File: config.mk
export PLATFORM = sky130hd
export DESIGN_NAME = casex_rr_arbiter
export DESIGN_NICKNAME = d
export VERILOG_FILES = /design/src/rtl/casex_rr_arbiter.sv
export SDC_FILE = /design/constraint.sdc
export NUM_CORES = 1
export LEC_CHECK = 0
export CAP_MARGIN = 5
export CORE_UTILIZATION = 40
export CTS_CLUSTER_SIZE = 30
export DETAILED_ROUTE_END_ITERATION = 6
export HOLD_SLACK_MARGIN = 0.03
export PLACE_DENSITY_LB_ADDON = 0.1
export REMOVE_ABC_BUFFERS = 1
export SLEW_MARGIN = 25
export SYNTH_ARGS = -nofsm -noshare
export SYNTH_HDL_FRONTEND = slang
export SYNTH_SLANG_ARGS = --single-unit
File: constraint.sdc
create_clock -name clk -period 2.9 [get_ports clk]
set_input_delay 0.58 -clock clk [delete_from_list [all_inputs] [get_ports clk]]
set_output_delay 0.58 -clock clk [all_outputs]
set_load 0.005 [all_outputs]
File: src/rtl/casex_rr_arbiter.sv
// casex_rr_arbiter: round-robin sharing of one casex-decoded resource among four requesters.
// Latency: grant/state are valid one cycle after req is sampled; exactly one GAP cycle between owners.
// Backpressure: none; the owner keeps the grant until done, request drop, or MAX_HOLD cycles.
module casex_rr_arbiter #(
   parameter int MAX_HOLD = 4
) (
   input  logic       clk,
   input  logic       rstn,
   input  logic [3:0] req,
   input  logic       done,
   output logic [3:0] grant,
   output logic [2:0] state,
   output logic       busy,
   output logic       timeout
);

   localparam logic [2:0] HOLD_LAST = 3'(MAX_HOLD - 1);

   typedef enum logic [1:0] {
      S_IDLE  = 2'd0,
      S_GRANT = 2'd1,
      S_GAP   = 2'd2
   } fsm_t;

   fsm_t       r_fsm;
   fsm_t       w_fsm_nxt;
   logic [1:0] r_owner;
   logic [1:0] w_owner_nxt;
   logic [1:0] r_last;
   logic [1:0] w_last_nxt;
   logic [2:0] r_cnt;
   logic [2:0] w_cnt_nxt;
   logic [3:0] r_grant;
   logic [3:0] w_grant_nxt;
   logic [2:0] r_state;
   logic [2:0] w_state_nxt;
   logic       r_timeout;
   logic       w_timeout_nxt;

   logic [7:0] w_req2;
   logic [2:0] w_start;
   logic [3:0] w_rot;
   logic [1:0] w_off;
   logic [1:0] w_win;
   logic       w_any;
   logic       w_release;
   logic       w_limit;

   // Rotate req so that index last+1 sits at bit 0 (highest priority)
   // and last sits at bit 3 (lowest priority).
   assign w_req2  = {req, req};
   assign w_start = {1'b0, r_last + 2'd1};
   assign w_rot   = w_req2[w_start +: 4];
   assign w_any   = |req;

   // Priority decode of the rotated request vector; the offset maps back to a requester index.
   always_comb begin
      w_off = 2'd0;
      casez (w_rot)
         4'b???1: w_off = 2'd0;
         4'b??10: w_off = 2'd1;
         4'b?100: w_off = 2'd2;
         4'b1000: w_off = 2'd3;
         default: w_off = 2'd0;
      endcase
   end

   // 2-bit addition wraps modulo 4, undoing the rotation.
   assign w_win = r_last + 2'd1 + w_off;

   // Owner release has priority over the hold limit, so done and timeout never coincide.
   assign w_release = done | ~req[r_owner];
   assign w_limit   = (r_cnt == HOLD_LAST);

   // Next-state and registered-output computation for IDLE / GRANT / GAP.
   always_comb begin
      w_fsm_nxt     = r_fsm;
      w_owner_nxt   = r_owner;
      w_last_nxt    = r_last;
      w_cnt_nxt     = r_cnt;
      w_grant_nxt   = r_grant;
      w_state_nxt   = r_state;
      w_timeout_nxt = 1'b0;
      case (r_fsm)
         S_GRANT: begin
            if (w_release || w_limit) begin
               w_fsm_nxt     = S_GAP;
               w_last_nxt    = r_owner;
               w_grant_nxt   = 4'b0000;
               w_state_nxt   = 3'b010;
               w_cnt_nxt     = 3'd0;
               w_timeout_nxt = ~w_release;
            end else begin
               w_cnt_nxt = r_cnt + 3'd1;
            end
         end
         default: begin
            // IDLE and GAP arbitrate the same way; GAP only ever lasts one cycle.
            if (w_any) begin
               w_fsm_nxt   = S_GRANT;
               w_owner_nxt = w_win;
               w_grant_nxt = 4'b0001 << w_win;
               w_state_nxt = {1'b1, w_win};
               w_cnt_nxt   = 3'd0;
            end else begin
               w_fsm_nxt   = S_IDLE;
               w_grant_nxt = 4'b0000;
               w_state_nxt = 3'b000;
               w_cnt_nxt   = 3'd0;
            end
         end
      endcase
   end

   // State and output registers; reset takes effect immediately, even mid-grant.
   always_ff @(posedge clk or negedge rstn) begin
      if (!rstn) begin
         r_fsm     <= S_IDLE;
         r_owner   <= 2'd0;
         r_last    <= 2'd3;
         r_cnt     <= 3'd0;
         r_grant   <= 4'b0000;
         r_state   <= 3'b000;
         r_timeout <= 1'b0;
      end else begin
         r_fsm     <= w_fsm_nxt;
         r_owner   <= w_owner_nxt;
         r_last    <= w_last_nxt;
         r_cnt     <= w_cnt_nxt;
         r_grant   <= w_grant_nxt;
         r_state   <= w_state_nxt;
         r_timeout <= w_timeout_nxt;
      end
   end

   assign grant   = r_grant;
   assign state   = r_state;
   assign busy    = r_state[2];
   assign timeout = r_timeout;

endmodule

==> impl.org <==
** Run status
- The flow ran to the end, and the final reports show no timing, DRC or antenna violations.

** Detailed routing
- DR vias :: 663
- Pre-antenna DRT Iters :: 4
- The final layout contains routed wiring with a total length of 1.72 mm.
- Post-detailed-route wirelength per cell :: 13.5 um
- In this run, the number of DRC markers left after iteration 0 of detailed routing was 10.
- Number of nets with antenna violations after detailed routing :: 0
- Using the TritonRoute via totals, the vias-per-cell ratio works out to 5.22.
- For this run, design rule violations remaining after detail routing come to 0.

** Synthesis
- Post-synthesis cell area :: 903 um^2
- In the synthesized netlist the async set-or-reset flop fraction comes to 1.00.
- Largest cells by area after synthesis :: dfrtp_1, dfstp_2, ha_1, nand2_1, nor2_1
- Count of cell types in the netlist :: 36
- Synth Warn # :: 0
- Post-synthesis area per instance :: 11.0 um^2
- Of all cell types, the one taking the most synthesized area is dfrtp_1.
- The share of the Yosys chip area taken by registers is 0.446.
- Synth top area share :: 0.388
- Counting flops and latches in the post-synthesis netlist gives 16.
- Gate count of the mapped netlist :: 82
- Counting flops with a built-in enable in the synthesized netlist gives 0.
- Main flop type after synthesis :: dfrtp_1

** Cells and area
- The filler cells instantiated in the layout total 200.
- Compared with the post-synthesis result, the final layout area differs by 22.3%.
- In the final layout, the share of cells above drive strength 1 is 0.230.
- In the final design database the tool counted 111 nets.
- Most common cell after layout, fill and taps aside :: clkdlybuf4s50_1
- The repair_antennas step left the layout with diodes totalling 0.
- In the layout the commonest cells are clkdlybuf4s50_1, dfrtp_1, nand2_1.
- Final non-filler cell total :: 127

** Global route
- Via count of the first global-routing pass :: 629
- In the global route stage, overall resource usage came out at 0.158.
- Largest net degree at the start of global routing :: 17
- Number of antenna violations at the first check in global routing :: 0
- The first global-routing pass estimated 2.90 mm of wire.
- Leftover overflow at the end of global routing :: 0

** Worst setup path
- Critical path fanouts, max :: 6
- Critical path type :: in2reg
- The number of cells on the worst reg-to-reg path is 8.
- Type of element capturing the critical path :: flop
- Setup slack of the worst register-to-register path :: 0.60 ns
- Reg2Reg Launch Point :: r_last[0]
- In this run the critical register-to-register path is captured at state[1].
- Worst setup SP type :: input pin
- For the worst setup path, the data arrival time is 2.75 ns.
- Required time of the critical path :: 3.08 ns

** Die
- The initial utilization of the core area, before any placement, comes to 0.442.
- Number of top-level pins :: 16
- The floorplan step set the die width to 49.5 um.
- In this run the vertical extent of the chip is 49.5 um.
- Die area :: 0.00245 mm^2
- The initialized floorplan defines 16 standard-cell rows.
- Core ar. :: 0.00204 mm^2

** Place
- Once detailed placement completed, the half-perimeter wirelength came to 1.23 mm.
- Placer congestion estimate :: 0.811
- During placement, the flow inserted port buffers numbering 15.
- The number of placed instances, taps included, is 123.
- Setup Slack @ Placement :: 0.0426 ns

** Pwr
- Total power density per cell area :: 1070 mW/mm^2
- Leakage dissipation :: 0.487 nW
- Peak supply drop :: 0.000666 V

** Timing
- RSZ-0062 raised after global routing :: no
- Final min period :: 2.58 ns
- Worst relative slew slack :: 0.496
- Count of final hold-check violations :: 0
- The worst path meets setup with 0.325 ns of slack.
- At the pin with the least slew margin, the transition time is 0.754 ns.
- Tcrit/Tclk final :: 0.888
- Setup violations remaining at the end of the flow were counted as 0.
- Summed over all failing endpoints, the final setup total negative slack is 0 ns.
- Number of pins with negative max-slew slack in the final report :: 0
- Based on the critical path, the design can be clocked at up to 0.388 GHz.
- Max Clock Skew :: 0.00371 ns

** Hold path
- Classification of the worst-slack hold path :: reg2reg
- Hold Path Origin :: r_cnt[0]
- The worst hold path terminates at r_cnt[0].
- Counting instances, the worst hold path has a depth of 1.

** Clock tree
- Sinks on the clock net :: 16
- Buffers inserted during clock tree synthesis total 3.
- Insertion delay of the later-clocked pin in the worst-skew pair :: 0.29 ns
- For this design, the CTS-stage hold fixing added 0 buffers.
- Buffers inserted during post-CTS setup optimization :: 0
- In this run, post-CTS repair resized a total of 0 instances.
- Clock transition at the registers of the reported paths :: 0.09 ns
- CTS tree :: built
- # H-tree levels :: 1
- The clock passes through at most 2 buffers.
- The tree is rooted in a clkbuf_4.

** Run
- Across the run, the number of max-cap violations was 0.
cells in the mapped netlist (2+ instances only):
library cell and instances:
nor2_1 9, o21ai_0 2, nor3_1 2, mux2_4 2
xnor2_2 2, dfrtp_1 14, or2_1 2, a21oi_1 2
nor4_1 3, nand2b_1 2, ha_1 3, buf_6 3
inv_1 3, dfstp_2 2, nand2_1 10
critical path, cell delays in order:
cell	delay (ns)
clkdlybuf4s50_1	0.58
inv_1	0.11
o311a_1	0.33
o21ai_0	0.18
ha_1	0.19
xnor2_1	0.16
xnor2_2	0.11
xnor2_2	0.18
a221o_1	0.33
worst max path at each step:
stage                 from  endpoint  slack, ns  cells after the start
floorplan           req[0]  state[1]       0.78                      8
global placement    req[0]  state[1]       0.09                      9
detailed placement  req[0]  state[1]       0.04                      9
CTS                 req[0]  state[1]       0.34                      9
global route        req[0]  state[1]       0.22                      9
finish              req[0]  state[1]       0.32                      9
state kept, by name, summed over array words and instances, names as in the netlist:
name	flops
grant	4
r_cnt	3
r_last	2
r_fsm	2
timeout	1
state	2
r_owner	2
report_power, final:
group / internal [mW] / leakage, nW / switching [mW]
logic: 0.346 / 0.265 / 0.290
registers: 0.319 / 0.201 / 0.0796
clock network: 0.0765 / 0.0210 / 0.0729
total: 0.742 / 0.487 / 0.443
logic make-up after synthesis:
family / share of synthesized area
compound gates: 0.130
xor+xnor: 0.0457
fa+ha+maj: 0.0416
buf+inv: 0.0623
flops: 0.446
mux: 0.0706
simple gates: 0.204
per-layer routing:
metal,GRT usage,vias up,share of wire
li1,-,325,-
met1,0.218,325,0.50
met2,0.230,11,0.45
met3,0.0617,2,0.044
met4,0.0429,0,0.0076
met5,0,-,0
layout make-up:
class | count | area [um^2] | area share
Multi-Input combinational cell | 58 | 444 | 0.402
Sequential cell | 16 | 403 | 0.365
Timing Repair Buffer | 18 | 173 | 0.156
Clock buffer | 4 | 36.3 | 0.0328
Tap cell | 27 | 33.8 | 0.0306
Inverter | 4 | 15.0 | 0.0136
per-stage QoR:
step | instance area (um^2) | util | hold WS (ns) | power [mW]
2_1_floorplan | 862 | - | 0.284 | 0.851
3_3_place_gp | 1070 | 0.523 | 0.435 | 1.04
3_5_place_dp | 1070 | 0.523 | 0.434 | 1.03
4_1_cts | 1100 | 0.541 | 0.447 | 1.19
5_1_grt | 1100 | 0.541 | 0.477 | 1.27
6_report | 1100 | 0.541 | 0.448 | 1.18
Power figures use the tool's default switching activity.
